===== config.mk =====
export PLATFORM = sky130hd
export DESIGN_NAME = ram_block_reader
export DESIGN_NICKNAME = d
export VERILOG_FILES = /design/src/rtl/ram_block_reader.sv
export SDC_FILE = /design/constraint.sdc
export NUM_CORES = 1
export LEC_CHECK = 0
export BUFFER_PORTS_ARGS = -buffer_cell sky130_fd_sc_hd__buf_2
export CORE_ASPECT_RATIO = 1.1
export CORE_MARGIN = 2
export CORE_UTILIZATION = 57
export DETAILED_ROUTE_END_ITERATION = 7
export PLACE_DENSITY = 0.8
export SLEW_MARGIN = 25
export SYNTH_ARGS = -nofsm -noshare
export SYNTH_HDL_FRONTEND = slang
export SYNTH_SLANG_ARGS = --single-unit

===== constraint.sdc =====
create_clock -name CLK -period 3.5 [get_ports CLK]
set_clock_uncertainty 0.15 [all_clocks]
set_input_delay 0.525 -clock CLK [delete_from_list [all_inputs] [get_ports CLK]]
set_output_delay 0.525 -clock CLK [all_outputs]
set_load 0.005 [all_outputs]

===== src/rtl/ram_block_reader.sv =====
// Read-side initiator for a 64x16 single-port RAM: streams a wrapping address range out on valid/ready.
// Optional macro RDR_ABORT_EN adds an abort input that cancels a running transfer without a done pulse.
module ram_block_reader #(
  parameter int AW = 6,
  parameter int DW = 16
) (
  input  logic          CLK,
  input  logic          rst_n,
  input  logic          start,
  input  logic [AW-1:0] start_addr,
  input  logic [AW-1:0] len_m1,
  output logic          ram_en,
  output logic          ram_we,
  output logic [AW-1:0] ram_addr,
  output logic [DW-1:0] ram_di,
  input  logic [DW-1:0] ram_do,
  output logic [DW-1:0] m_data,
  output logic          m_valid,
  output logic          m_last,
  input  logic          m_ready,
`ifdef RDR_ABORT_EN
  input  logic          abort,
`endif
  output logic          busy,
  output logic          done
);

  // state  | meaning
  // IDLE   | waiting for start
  // RUN    | issuing reads while credit allows
  // DRAIN  | all reads issued, emptying the FIFO until the last word is taken
  typedef enum logic [1:0] {S_IDLE, S_RUN, S_DRAIN} state_t;

  state_t        r_state;
  logic [AW-1:0] r_addr;
  logic [AW-1:0] r_remaining;
  logic          r_ram_en;
  logic          r_ram_last;
  logic [AW-1:0] r_ram_addr;
  logic          r_pend;
  logic          r_pend_last;
  logic [DW-1:0] r_fifo_data [4];
  logic          r_fifo_last [4];
  logic [1:0]    r_wr_ptr;
  logic [1:0]    r_rd_ptr;
  logic [2:0]    r_count;
  logic          r_m_valid;
  logic [DW-1:0] r_m_data;
  logic          r_m_last;
  logic          r_busy;
  logic          r_done;

  logic          w_pop;
  logic          w_push;
  logic [2:0]    w_count_nxt;
  logic [1:0]    w_rd_ptr_nxt;
  logic          w_credit;
  logic [DW-1:0] w_head_data;
  logic          w_head_last;

  assign ram_en   = r_ram_en;
  assign ram_we   = 1'b0;
  assign ram_addr = r_ram_addr;
  assign ram_di   = '0;
  assign m_data   = r_m_data;
  assign m_valid  = r_m_valid;
  assign m_last   = r_m_last;
  assign busy     = r_busy;
  assign done     = r_done;

  // Next-cycle FIFO view; the output register is loaded with the head as it will be after this edge.
  always_comb begin
    w_pop        = r_m_valid & m_ready;
    w_push       = r_pend;
    w_count_nxt  = r_count + {2'b00, w_push} - {2'b00, w_pop};
    w_rd_ptr_nxt = r_rd_ptr + {1'b0, w_pop};
    // Credit counts the read being issued this cycle, which lands in the FIFO one cycle later.
    w_credit     = ({1'b0, w_count_nxt} + {3'b000, r_ram_en}) < 4'd4;
    if (w_push && (r_wr_ptr == w_rd_ptr_nxt)) begin
      w_head_data = ram_do;
      w_head_last = r_pend_last;
    end else begin
      w_head_data = r_fifo_data[w_rd_ptr_nxt];
      w_head_last = r_fifo_last[w_rd_ptr_nxt];
    end
  end

  always_ff @(posedge CLK or negedge rst_n) begin
    if (!rst_n) begin
      r_state     <= S_IDLE;
      r_addr      <= '0;
      r_remaining <= '0;
      r_ram_en    <= 1'b0;
      r_ram_last  <= 1'b0;
      r_ram_addr  <= '0;
      r_pend      <= 1'b0;
      r_pend_last <= 1'b0;
      for (int i = 0; i < 4; i++) begin
        r_fifo_data[i] <= '0;
        r_fifo_last[i] <= 1'b0;
      end
      r_wr_ptr    <= '0;
      r_rd_ptr    <= '0;
      r_count     <= '0;
      r_m_valid   <= 1'b0;
      r_m_data    <= '0;
      r_m_last    <= 1'b0;
      r_busy      <= 1'b0;
      r_done      <= 1'b0;
    end else begin
      r_done      <= 1'b0;
      r_pend      <= r_ram_en;
      r_pend_last <= r_ram_last;

      if (w_push) begin
        r_fifo_data[r_wr_ptr] <= ram_do;
        r_fifo_last[r_wr_ptr] <= r_pend_last;
        r_wr_ptr              <= r_wr_ptr + 2'd1;
      end
      r_rd_ptr  <= w_rd_ptr_nxt;
      r_count   <= w_count_nxt;
      r_m_valid <= (w_count_nxt != 3'd0);
      r_m_data  <= w_head_data;
      r_m_last  <= (w_count_nxt != 3'd0) & w_head_last;

      case (r_state)
        S_IDLE: begin
          r_ram_en   <= 1'b0;
          r_ram_last <= 1'b0;
          if (start) begin
            // The first read goes out in the cycle right after start.
            r_ram_en    <= 1'b1;
            r_ram_addr  <= start_addr;
            r_ram_last  <= (len_m1 == '0);
            r_addr      <= start_addr + 1'b1;
            r_remaining <= len_m1;
            r_busy      <= 1'b1;
            r_state     <= (len_m1 == '0) ? S_DRAIN : S_RUN;
          end
        end
        S_RUN: begin
          if (w_credit) begin
            r_ram_en    <= 1'b1;
            r_ram_addr  <= r_addr;
            r_addr      <= r_addr + 1'b1;
            r_remaining <= r_remaining - 1'b1;
            r_ram_last  <= (r_remaining == {{(AW-1){1'b0}}, 1'b1});
            if (r_remaining == {{(AW-1){1'b0}}, 1'b1}) r_state <= S_DRAIN;
          end else begin
            r_ram_en   <= 1'b0;
            r_ram_last <= 1'b0;
          end
        end
        S_DRAIN: begin
          r_ram_en   <= 1'b0;
          r_ram_last <= 1'b0;
          if (w_pop && r_m_last) begin
            r_state <= S_IDLE;
            r_busy  <= 1'b0;
            r_done  <= 1'b1;
          end
        end
        default: begin
          r_state    <= S_IDLE;
          r_ram_en   <= 1'b0;
          r_ram_last <= 1'b0;
          r_busy     <= 1'b0;
        end
      endcase

`ifdef RDR_ABORT_EN
      // Abort overrides everything above: drop the inflight read and the FIFO, no done pulse.
      if (abort && (r_state != S_IDLE)) begin
        r_state     <= S_IDLE;
        r_ram_en    <= 1'b0;
        r_ram_last  <= 1'b0;
        r_pend      <= 1'b0;
        r_pend_last <= 1'b0;
        r_wr_ptr    <= '0;
        r_rd_ptr    <= '0;
        r_count     <= '0;
        r_m_valid   <= 1'b0;
        r_m_last    <= 1'b0;
        r_busy      <= 1'b0;
        r_done      <= 1'b0;
      end
`endif
    end
  end

endmodule


; ---- Word-level counts from Yosys, hierarchy flattened
; Cells that the tools add are included.
[totals]
elab_cells = 99
inputBits = 32
output_inout_bits = 44
ff_bits = 119
[classes]
n_addsub = 8
n_lt_le_gt_ge = 4
n_mux = 40
eq_ne = 8
n_reduce_logical = 10
bitwise = 5
[ops]
columns = cell, n
row1 = $bwmux 64, 1
row2 = $mux 16, 4
row3 = $mux 6, 6
row4 = $pmux 6 s2, 3
row5 = $bmux 16 s2, 1
row6 = $demux 16 s2, 1
row7 = $add 6x1->6 const B, 2
row8 = $mux 1, 12
row9 = $mux 2, 5
row10 = $ne 2x2->1 const B, 4
row11 = $eq 6x1->1 const B, 1
row12 = $ge 3x3->1 const B, 2
row13 = $logic_not 6->1, 1
row14 = $not 2->3, 2
row15 = $pmux 2 s3, 1
row16 = $reduce_and 3->1, 2
row17 = $sub 6x1->6 const B, 1
row18 = $add 3x1->4, 1
row19 = $bwmux 4, 1
row20 = $lt 4x3->1 const B, 1
row21 = $pmux 1 s2, 2
row22 = $reduce_and 4->1, 1
row23 = $add 3x1->3, 1
row24 = $logic_and 1x1->1, 3
row25 = other kinds (15), 16

; ---- Longest topological paths before layout
; Gate-level depths: netlist of the first run.
[depth]
ltp_word = 8
mapped_depth = 13
depth_no_buf = 12

; ---- Worst setup path before layout of the first run
; No wires, ideal clock.
[synth_path]
path_type = input -> register
from = input m_ready
to = register r_ram_addr[0], in the netlist ram_addr[0]
path_slack_ps = 700
n_path_buf = 1
t_arrival_ps = 2532
t_required_ps = 3231
stages = 12
setup_time_ps = 119
path_cell_list = and2_1 ha_1 inv_1 ha_1 inv_1 fa_1 and3b_1 nor3_4 nor2_4 clkinv_4 buf_6 o21a_1
[synth_between]
elab_chain_cells = 6
[synth_lines]
columns = item, line_no
row1 = start: declaration, 20  ; input logic m_ready,
row2 = $and 1x1->1, 73  ; w_pop = r_m_valid & m_ready;
row3 = $sub 3x1->3, 75  ; w_count_nxt = r_count + {2'b00, w_push} - {2'b00, w_pop};
row4 = $add 3x1->4, 78  ; w_credit = ({1'b0, w_count_nxt} + {3'b000, r_ram_en}) < 4'd4;
row5 = $lt 4x3->1, 78
row6 = $ne 2x2->1 (no line), --
row7 = $reduce_and 3->1 (no line), --
row8 = end signal: assignment, 133  ; r_ram_addr <= start_addr;
row9 = end signal: assignment, 144  ; r_ram_addr <= r_addr;
row10 = end: declaration, 39  ; logic [AW-1:0] r_ram_addr;
; Every way passes these cells.
; A chain may end at the register's enable or synchronous reset.

; ---- Worst setup path after layout of the first run
[layout_path]
from = register r_m_valid, in the netlist m_valid
to = register r_remaining[0]
[layout_between]
elab_chain_cells = 6
[layout_lines]
columns = item, line_no
row1 = start: declaration, 47  ; logic r_m_valid;
row2 = start signal: assignment, 122  ; r_m_valid <= (w_count_nxt != 3'd0);
row3 = $and 1x1->1, 73
row4 = $sub 3x1->3, 75
row5 = $add 3x1->4, 78
row6 = $lt 4x3->1, 78
row7 = $ne 2x2->1 (no line), --
row8 = $reduce_and 3->1 (no line), --
row9 = end signal: assignment, 136  ; r_remaining <= len_m1;
row10 = end signal: assignment, 146  ; r_remaining <= r_remaining - 1'b1;
row11 = end: declaration, 36  ; logic [AW-1:0] r_remaining;
; Every way passes these cells.

==> results.ini, run 1 <==
[status]
status = complete, no violations

[global_routing]
grt_use_met3_pct = 5.91
groute.layer.met2.usage_pct = 39.1
grt_usage_pct = 22.3
gr-usage-met1_pct = 27.1
grt.busiest_layer = met2
grt_max_degree = 62
antenna_found_initial = 0
grt_pass1_vias = 3678
gr-total-overflow = 0
grt_pass1_wl_um = 18300

[routing]
vias_per_cell = 5.72
wirelength_um = 10900
firstDrtPassIters = 7
first_iter_violations = 126
drc = 0
wire_per_inst_um = 17.7
postRouteAntennaNets = 0
vias = 3518

[place]
gp_congestion = 0.809
postPlaceCellArea_um2 = 5900
dp.cells = 582
dp_hpwl_um = 7020
io_buffers = 58
place_ws_ns = 0.276

[clock_tree]
cts_made_buffers = 17
clk_path_buf_depth = 2
cts_setup_buffers = 0
cts_tree = done
clk_pin_slew_ns = 0.06
cts_root_buf = clkbuf_8
cts_resized = 0
htreeDepth = 4
clock_sinks = 119
insertion_delay_ns = 0.51

[worst_setup_path]
arrival_ns = 3.22
worstPathCellList = and2_1 -> ha_1 -> inv_1 -> ha_1 -> inv_1 -> fa_1 -> and3b_1 -> nor3_4 -> nor2_4 -> clkinv_4 -> nand3_1 -> nand3_1
critical_path_required_ns = 3.74
critPathLaunchType = flip-flop
cp_max_fo = 18
crit_buf_inv = 3
path_delay_family = simple AND/OR/NAND/NOR gates
crit_type = reg2reg
cp-end-kind = flip-flop
cpPeakStageDelay_ns = 0.43
cp_slowest_cell = fa_1

[synth]
ys_seq_area_share_pct = 53.6
synth_cells = 419
yosysMostFrequentCell = dfrtp_1
ys.flop_type = dfrtp_1
synth_edf_count = 0
synth_area_um2 = 5550
yosysWarningCount = 0
ys_top_cells_by_area = dfrtp_1 54%, mux2_2 15%, mux4_2 6.9%
ys_types = 51
yosysTopAreaCellShare_pct = 53.6
async_reset_ff_share_pct = 100
ys_top_cells_by_count = 119 x dfrtp_1, 76 x mux2_2, 32 x nand2_1
synth_seq_cells = 119
syn_area_per_cell_um2 = 13.3
synth_top_cell_by_area = dfrtp_1

[power_and_ir_drop]
powerDensity_nw_per_um2 = 1140
p_clk_share_pct = 26.3
ir_drop_mv = 0.585
p_switching_w = 0.00244
comb_power_share_pct = 40.5
internal_power_w = 0.00508
p_leak_nw = 2.99
seqPwrFrac_pct = 33.1
p_sw_share_pct = 32.5

[die]
die-area_um2 = 10500
num_io_pins = 76
rows = 37
start_util_pct = 59.1
core_um2 = 9400
die_y_um = 108
fp.dieW_um = 98.1

[sta]
tightestPinTransition_ns = 0.906
hold_violations = 0
worst_slack_ns = 0.527
finalCritPeriodShare_pct = 84.9
hold_ws_ns = 0.140
finalCriticalPeriod_ns = 2.97
maxSlewHeadroom_pct = 39.4
max_freq_mhz = 336
final_max_slew_viol_count = 0
tns_ns = 0
rsz0062_at_grt = no
setup_viol = 0

[job]
cap_viol_max_count = 0

[finish]
area_growth_pct = 18.6
final_cells = 615
drive_above_1_share_pct = 39.2
nNetsFinal = 528
diodes = 0
final_area_um2 = 6590

[min_path]
hp-class = in2reg

cell families (layout without fill, tap and decap cells):
logic type	Yosys count	after routing	synth area share, %
DFF	119	119	53.6
buffers and inverters	47	110	4.80
AOI/OAI and AO/OA	51	51	5.75
muxes	105	105	24.7
other	1	17	0.0675
xor gates and xnor gates	5	5	1.42
adders and majority gates	11	11	2.61
and+or+nand+nor	80	80	7.01
cell type report:
class | instances | area [um2]
fill | 660 | 2810
inverter | 13 | 53.8
clock buffer | 19 | 432
clock inverter | 13 | 249
sequential | 119 | 2980
multi-input combinational | 269 | 2370
timing repair buffer | 65 | 360
tap | 117 | 146
through the flow:
| step | utilization, % | power, W |
|---|---|---|
| 3_3_place_gp | 62.7 | 0.00537 |
| 4_1_cts | 70.1 | 0.00758 |
| 6_report | 70.1 | 0.00752 |
| 2_1_floorplan | - | 0.00483 |
| 3_5_place_dp | 62.7 | 0.00555 |
| 5_1_grt | 70.1 | 0.00802 |
path summary, 6_finish.rpt:
check | from | end | slack, ns | cells past startpoint
worst max-delay path | m_valid | r_remaining[0] | 0.53 | 12
worst min-delay path | ram_do[9] | m_data[9] | 0.14 | 2
worst max register to register | m_valid | r_remaining[0] | 0.53 | 12
worst min register to register | r_ram_last | r_pend_last | 0.20 | 0
max in group asynchronous | rst_n | r_addr[5] | 1.94 | 3
min in group asynchronous | rst_n | r_fifo_data[21] | 0.49 | 2
routing by layer:
layer / share of wire, % / wire length, um
met1: 41 / 4470
met2: 54 / 5880
met3: 4.2 / 457
met4: 0.92 / 100
met5: 0 / 0
power groups by stage:
stage / registers [W] / logic [W] / clock network [W]
after floorplan: 0.00238 / 0.00245 / 0
after global placement: 0.00245 / 0.00292 / 0
after detailed placement: 0.00250 / 0.00305 / 0
after CTS: 0.00249 / 0.00308 / 0.00201
after global routing: 0.00258 / 0.00337 / 0.00207
final: 0.00249 / 0.00305 / 0.00198
worst register-to-register path, stage by stage, from the launching register on:
cell      delay, ns
dfrtp_1        0.37
and2_1         0.18
ha_1           0.28
inv_1          0.04
ha_1           0.16
inv_1          0.06
fa_1           0.43
and3b_1        0.29
nor3_4         0.08
nor2_4         0.40
clkinv_4       0.21
nand3_1        0.13
nand3_1        0.08
flip-flops by register name, indices dropped and copies added (netlist names), 2 cells and up:
| register | flops |
|---|---|
| r_remaining | 6 |
| r_rd_ptr | 2 |
| ram_addr | 6 |
| r_wr_ptr | 2 |
| r_state | 2 |
| r_count | 3 |
| r_fifo_last | 4 |
| r_fifo_data | 64 |
| r_addr | 6 |
| m_data | 16 |
repair_timing:
action,4_1_cts,5_1_grt
hold endpoints to repair,60,0
setup endpoints to repair,0,0
hold buffers,1,0
placed cells by master (no fill, tap or decap), types with 2 or more instances in the layout:
master      count
o21ai_0         9
conb_1         17
bufinv_16       7
nor2_1         19
xnor2_1         2
nand2_1        32
a21oi_1        15
clkinvlp_4      2
nor2b_1         2
mux2_2         76
a31oi_1         4
nand3b_1        2
dfrtp_1       119
and2_1          2
buf_4           6
clkinv_2        3
nand3_1         5
clkbuf_8        2
ha_1           10
o221a_1         2
clkbuf_16      16
o22ai_1         2
and3_1          5
a21o_1          2
inv_1          12
o21ai_1         5
nor3_1          3
a22oi_1         2
buf_2          57
o21a_1          2
mux4_2         17
nand2b_1        3
mux2_1         11
No activity file was read; power rests on OpenSTA's default activity.
==> run 2: changes to the inputs <==
==> constraint.sdc (replaced) <==
create_clock -name CLK -period 3 [get_ports CLK]
set_clock_uncertainty 0.15 [all_clocks]
set_input_delay 0.45 -clock CLK [delete_from_list [all_inputs] [get_ports CLK]]
set_output_delay 0.45 -clock CLK [all_outputs]
set_load 0.005 [all_outputs]
==> results.ini, run 2 (synthesized netlist as in run 1, its figures left out) <==
[status]
status = complete, no violations

[finish]
top_register = r_fifo_data
nNetsFinal = 540  ; +2.3%
final_common_cell = dfrtp_1
postLayoutCoreUtil_pct = 69.4  ; -0.67 points
final_cell_mix = 119 x dfrtp_1, 76 x mux2_2, 57 x buf_2
fillers = 670  ; +1.5%
diodes = 0  ; unchanged
seq_area_um2 = 2980  ; unchanged
area_growth_pct = 17.5
largest_reg_flops = 64  ; unchanged
drive_above_1_share_pct = 39.8  ; +0.69 points
multi_input_area_um2 = 2370  ; +0.16%

[global_routing]
groute.layer.met2.usage_pct = 38.0  ; -1.1 points
grt_pass1_wl_um = 18000  ; -1.7%
gr-total-overflow = 0  ; unchanged
grt.busiest_layer = met2
grt_use_met3_pct = 6.62  ; +0.71 points
grt_usage_pct = 22.2  ; -0.060 points
antenna_found_initial = 0  ; unchanged
grt_max_degree = 53  ; -15%
grt_pass1_vias = 3645  ; -0.90%
gr-usage-met1_pct = 27.5  ; +0.34 points

[routing]
firstDrtPassIters = 4  ; -3
wire_per_inst_um = 17.2  ; -3.2%
wirelength_um = 10700  ; -1.8%
vias_per_cell = 5.64  ; -1.4%
postRouteAntennaNets = 0  ; unchanged
vias = 3520  ; +0.057%
first_iter_violations = 111  ; -12%
drc = 0  ; unchanged

[min_path]
hp-class = in2reg
hold_depth = 3  ; +1

[sta]
tightestPinTransition_ns = 0.586  ; -0.320 ns
hold_violations = 0  ; unchanged
finalCriticalPeriod_ns = 2.82  ; -0.151 ns
rsz0062_at_grt = no
maxSlewHeadroom_pct = 60.9  ; +21 points
max_freq_mhz = 354  ; +5.4%
finalCritPeriodShare_pct = 94.1  ; +9.1 points
final_max_slew_viol_count = 0  ; unchanged
setup_viol = 0  ; unchanged

[clock_tree]
clock_sinks = 119  ; unchanged
cts_made_buffers = 17  ; unchanged
cts_tree = done
insertion_delay_ns = 0.51  ; about the same
clk_pin_slew_ns = 0.05  ; about the same
cts_root_buf = clkbuf_8
htreeDepth = 4  ; unchanged
clk_path_buf_depth = 2  ; unchanged

[worst_setup_path]
critPathLaunchType = flip-flop
reg2reg_depth = 11  ; -1
cp_max_fo = 4  ; -14
crit_type = reg2reg
arrival_ns = 3.07  ; -0.15 ns
cp-end-kind = flip-flop
critical_path_required_ns = 3.25  ; -0.49 ns

[die]
die_y_um = 108  ; unchanged
die-area_um2 = 10500  ; unchanged
rows = 37  ; unchanged
core_um2 = 9400  ; unchanged
num_io_pins = 76  ; unchanged
fp.dieW_um = 98.1  ; unchanged
start_util_pct = 59.1  ; unchanged

[power_and_ir_drop]
power.total_w = 0.00845  ; +12%
ir_drop_mv = 0.896  ; +53%
p_leak_nw = 2.98  ; -0.32%
powerDensity_nw_per_um2 = 1290  ; +13%

[place]
io_buffers = 58  ; unchanged
dp_hpwl_um = 7190  ; +2.4%
gp_congestion = 0.830  ; +2.5%

[job]
cap_viol_max_count = 0  ; unchanged

-- run 2: cell types whose count changed in the layout (fill, tap and decap cells not counted), moves of 2 or more --
| cell | previous run | this run |
|---|---|---|
| bufinv_16 | 7 | 0 |
| buf_4 | 6 | 15 |
| buf_12 | 1 | 3 |
| clkinvlp_4 | 2 | 0 |
| clkbuf_1 | 1 | 4 |
| clkbuf_8 | 2 | 4 |
| clkinv_2 | 3 | 5 |
| o21ai_0 | 9 | 7 |
-- run 2: cell type report --
type	count	share of cell area, %
repair buffers	77	7.34
well taps	117	2.24
flip-flops and latches	119	45.6
clock buffers	24	7.21
multi-input cells	269	36.4
clock inverters	5	0.384
inverters	13	0.825
-- run 2: routing by layer --
layer / wire length [um] / share of wire, %
met5: 0 / 0
met2: 5630 / 53
met1: 4500 / 42
met3: 427 / 4.0
met4: 150 / 1.4
-- run 2: worst max-delay path, stage by stage, from the launching register on --
cell	delay, ns
dfrtp_1	0.37
and2_1	0.17
ha_1	0.27
inv_1	0.06
ha_1	0.13
inv_1	0.05
fa_1	0.49
and3b_1	0.22
nor3_4	0.28
buf_4	0.19
a22oi_1	0.09
o221a_1	0.25
-- run 2: what timing repair did --
action | 4_1_cts | 5_1_grt
buffers inserted | 0 | 0
resized for setup | 0 | 4
endpoints found under the setup margin | 0 | 2
hold buffers | 1 | 0
endpoints found under the hold margin | 71 | 0
-- run 2: metrics by stage --
stage / setup TNS, ns / hold WS [ns] / cells / setup slack [ns] / cell area, um2
after floorplan: 0 / 0.00441 / 435 / 0.275 / 5610
after global placement: 0 / 0.182 / 594 / 0.0752 / 6010
after detailed placement: -0.0439 / 0.186 / 594 / -0.0365 / 6010
after CTS: 0 / 0.0210 / 624 / 0.142 / 6520
after global routing: 0 / 0.0461 / 624 / 0.00212 / 6530
final: 0 / 0.0515 / 624 / 0.178 / 6530
-- run 2: worst paths after layout --
kind                       startpoint             end  slack (ns)
setup reg to reg              m_valid       r_addr[4]        0.18
min in group asynchronous       rst_n  r_fifo_last[2]        0.22
hold / removal              len_m1[0]  r_remaining[0]        0.05
max in group asynchronous       rst_n      m_data[12]        1.60
setup / recovery              m_valid       r_addr[4]        0.18
hold reg to reg            r_ram_last     r_pend_last        0.20
-- run 2: power by group --
group	total (W)	switching (W)	internal [W]
combinational	0.00385	0.00174	0.00211
sequential	0.00290	0.000468	0.00244
clock	0.00170	0.000642	0.00106
==> run 3: changes to the inputs <==
--- a/config.mk
+++ b/config.mk
@@ -5,6 +5,7 @@
 export SDC_FILE = /design/constraint.sdc
 export NUM_CORES = 1
 export LEC_CHECK = 0
+export ABC_AREA = 1
 export BUFFER_PORTS_ARGS = -buffer_cell sky130_fd_sc_hd__buf_2
 export CORE_ASPECT_RATIO = 1.1
 export CORE_MARGIN = 2
==> results.ini, run 3 <==
[status]
status = complete, no violations

[sta]
setup_viol = 0  ; unchanged
rsz0062_at_grt = no
max_freq_mhz = 367  ; +3.5%
tns_ns = 0  ; unchanged
finalCritPeriodShare_pct = 90.9  ; -3.2 points
tightestPinTransition_ns = 0.748  ; +0.162 ns
hold_violations = 0  ; unchanged
worst_slack_ns = 0.273  ; +0.0945 ns
final_max_slew_viol_count = 0  ; unchanged
hold_ws_ns = 0.0893  ; +0.0378 ns
finalCriticalPeriod_ns = 2.73  ; -0.0945 ns
maxSlewHeadroom_pct = 50.1  ; -11 points

[place]
dp_hpwl_um = 7580  ; +5.3%
postPlaceCellArea_um2 = 5910  ; -1.7%
io_buffers = 58  ; unchanged
place_ws_ns = 0.0776  ; +0.114 ns
gp_congestion = 0.831  ; +0.18%

[finish]
largest_reg_flops = 64  ; unchanged
fillers = 716  ; +6.9%
top_register = r_fifo_data
final_area_um2 = 6520  ; -0.15%
final_cell_mix = 150 x nand2_1, 119 x dfrtp_1, 113 x o21ai_0
final_common_cell = nand2_1
area_growth_pct = 16.3
nNetsFinal = 764  ; +41%
drive_above_1_share_pct = 17.0  ; -23 points
diodes = 0  ; unchanged

[routing]
postRouteAntennaNets = 0  ; unchanged
wirelength_um = 12300  ; +15%
drc = 0  ; unchanged
firstDrtPassIters = 5  ; +1
vias = 4617  ; +31%
first_iter_violations = 293  ; +160%
wire_per_inst_um = 14.5  ; -16%
vias_per_cell = 5.43  ; -3.8%

[global_routing]
grt_pass1_wl_um = 21000  ; +16%
grt_usage_pct = 24.9  ; +2.6 points
gr-total-overflow = 0  ; unchanged
grt_pass1_vias = 4662  ; +28%
grt_max_degree = 52  ; -1.9%
antenna_found_initial = 0  ; unchanged

[synth]
synth_compound_area_share_pct = 13.6  ; +7.8 points
synthMuxAreaShare_pct = 0  ; -25 points
ys_seq_area_share_pct = 53.1  ; -0.48 points
yosysMostFrequentCell = nand2_1
synth_top_family_by_area = simple AND/OR/NAND/NOR gates
synth_top_cell_by_area = dfrtp_1
synth-simple-area-share_pct = 21.3  ; +14 points
syn_area_per_cell_um2 = 8.44  ; -36%
synth_edf_count = 0  ; unchanged
async_reset_ff_share_pct = 100  ; unchanged
yosysWarningCount = 0  ; unchanged
synth_area_um2 = 5600  ; +0.90%
synth_seq_cells = 119  ; unchanged
ys_top_cells_by_area = dfrtp_1 53%, o21ai_0 10%, nand2_1 10%
synth-adder-area-share_pct = 2.59  ; -0.023 points
ys_types = 35  ; -31%
yosys.area_share.xor_xnor_pct = 0.625  ; -0.79 points
ys_top_cells_by_count = 150 x nand2_1, 119 x dfrtp_1, 113 x o21ai_0
synth_cells = 664  ; +58%
yosysTopAreaCellShare_pct = 53.1  ; -0.48 points
ys.flop_type = dfrtp_1

[clock_tree]
cts_root_buf = clkbuf_8
cts_setup_buffers = 0  ; unchanged
clk_path_buf_depth = 2  ; unchanged
cts_made_buffers = 17  ; unchanged
clk_pin_slew_ns = 0.06  ; about the same
insertion_delay_ns = 0.52  ; about the same
cts_resized = 0  ; unchanged
htreeDepth = 4  ; unchanged
clock_sinks = 119  ; unchanged
cts_tree = done

[worst_setup_path]
cp_slowest_cell = dfrtp_1
arrival_ns = 2.98  ; -0.09 ns
crit_type = reg2reg
critical_path_required_ns = 3.25  ; about the same
cp-end-kind = flip-flop
critPathLaunchType = flip-flop
crit_top_cell = nand2_1
r2r-start = m_valid
cp-startpoint = m_valid
path_delay_family = simple AND/OR/NAND/NOR gates
crit_buf_inv = 5  ; +2
cpPeakStageDelay_ns = 0.38  ; -0.11 ns
cp_max_fo = 16  ; +12
worstPathCellList = nand2_1 -> inv_1 -> ha_1 -> inv_1 -> ha_1 -> inv_1 -> fa_1 -> inv_1 -> nand2_1 -> nand2_1 -> nand2_1 -> nand2_1 -> nand3_1 -> nand2_2 -> inv_2 -> nand2_1 -> nand2_1

[die]
fp.dieW_um = 98.5  ; +0.43%
die_y_um = 108  ; +0.43%
start_util_pct = 59.3  ; +0.24 points
rows = 37  ; unchanged
die-area_um2 = 10600  ; +0.87%
num_io_pins = 76  ; unchanged
core_um2 = 9440  ; +0.49%

[power_and_ir_drop]
p_clk_share_pct = 23.9  ; +3.8 points
p_sw_share_pct = 40.9  ; +7.2 points
comb_power_share_pct = 42.3  ; -3.2 points
ir_drop_mv = 0.634  ; -29%
power.total_w = 0.00849  ; +0.51%
p_switching_w = 0.00347  ; +22%
internal_power_w = 0.00502  ; -10%
p_leak_nw = 3.32  ; +11%
seqPwrFrac_pct = 33.8  ; -0.6 points
powerDensity_nw_per_um2 = 1300  ; +0.66%

[min_path]
min_from = start
hp-class = in2reg

[job]
cap_viol_max_count = 0  ; unchanged

==> run 3: layout make-up <==
class / count / area, um2 / share of cell area [%]
Timing Repair Buffer: 71 / 405 / 6.22
Clock inverter: 13 / 154 / 2.36
Sequential cell: 119 / 2980 / 45.7
Tap cell: 117 / 146 / 2.25
Inverter: 50 / 193 / 2.96
Multi-Input combinational cell: 462 / 2200 / 33.7
Clock buffer: 19 / 442 / 6.78
==> run 3: per-stage QoR <==
stage,utilization (%),std cells
after floorplan,-,680
after global placement,62.6,818
after detailed placement,62.6,818
after CTS,69.0,851
after global routing,69.0,851
final,69.0,851
==> run 3: cell families after synthesis <==
logic type	after synthesis
simple gates	284
other cells	1
buf+inv	99
xor+xnor	4
fa+ha+maj	11
compound gates	146
flops	119
==> run 3: power by group through the flow <==
stage	registers [W]	clock network, W	logic [W]
6_report	0.00287	0.00203	0.00359
5_1_grt	0.00295	0.00212	0.00414
4_1_cts	0.00286	0.00204	0.00360
3_5_place_dp	0.00286	0	0.00353
3_3_place_gp	0.00283	0	0.00337
2_1_floorplan	0.00276	0	0.00274
==> run 3: path summary, 6_finish.rpt <==
path | end | slack, ns | cells past startpoint
min | busy | 0.09 | 3
min reg2reg | r_pend_last | 0.21 | 0
max in group asynchronous | r_addr[4] | 1.51 | 3
min in group asynchronous | m_data[0] | 0.35 | 2
max | r_addr[4] | 0.27 | 17
max reg2reg | r_addr[4] | 0.27 | 17
==> run 3: layer usage <==
layer | GRT usage, % | wire, um
met2 | 43.4 | 6320
met4 | 9.30 | 191
met1 | 29.4 | 5080
met5 | 0 | 0
met3 | 6.98 | 743
==> run 3: what timing repair did <==
action,4_1_cts,5_1_grt
endpoints found under the hold margin,49,0
endpoints found under the setup margin,0,0
hold buffers,1,0
==> run 3: worst min-delay path: cells and delay by family <==
family | cells | cell delay, ns
simple gates | 2 | 0.19
buf+inv | 1 | 0.09
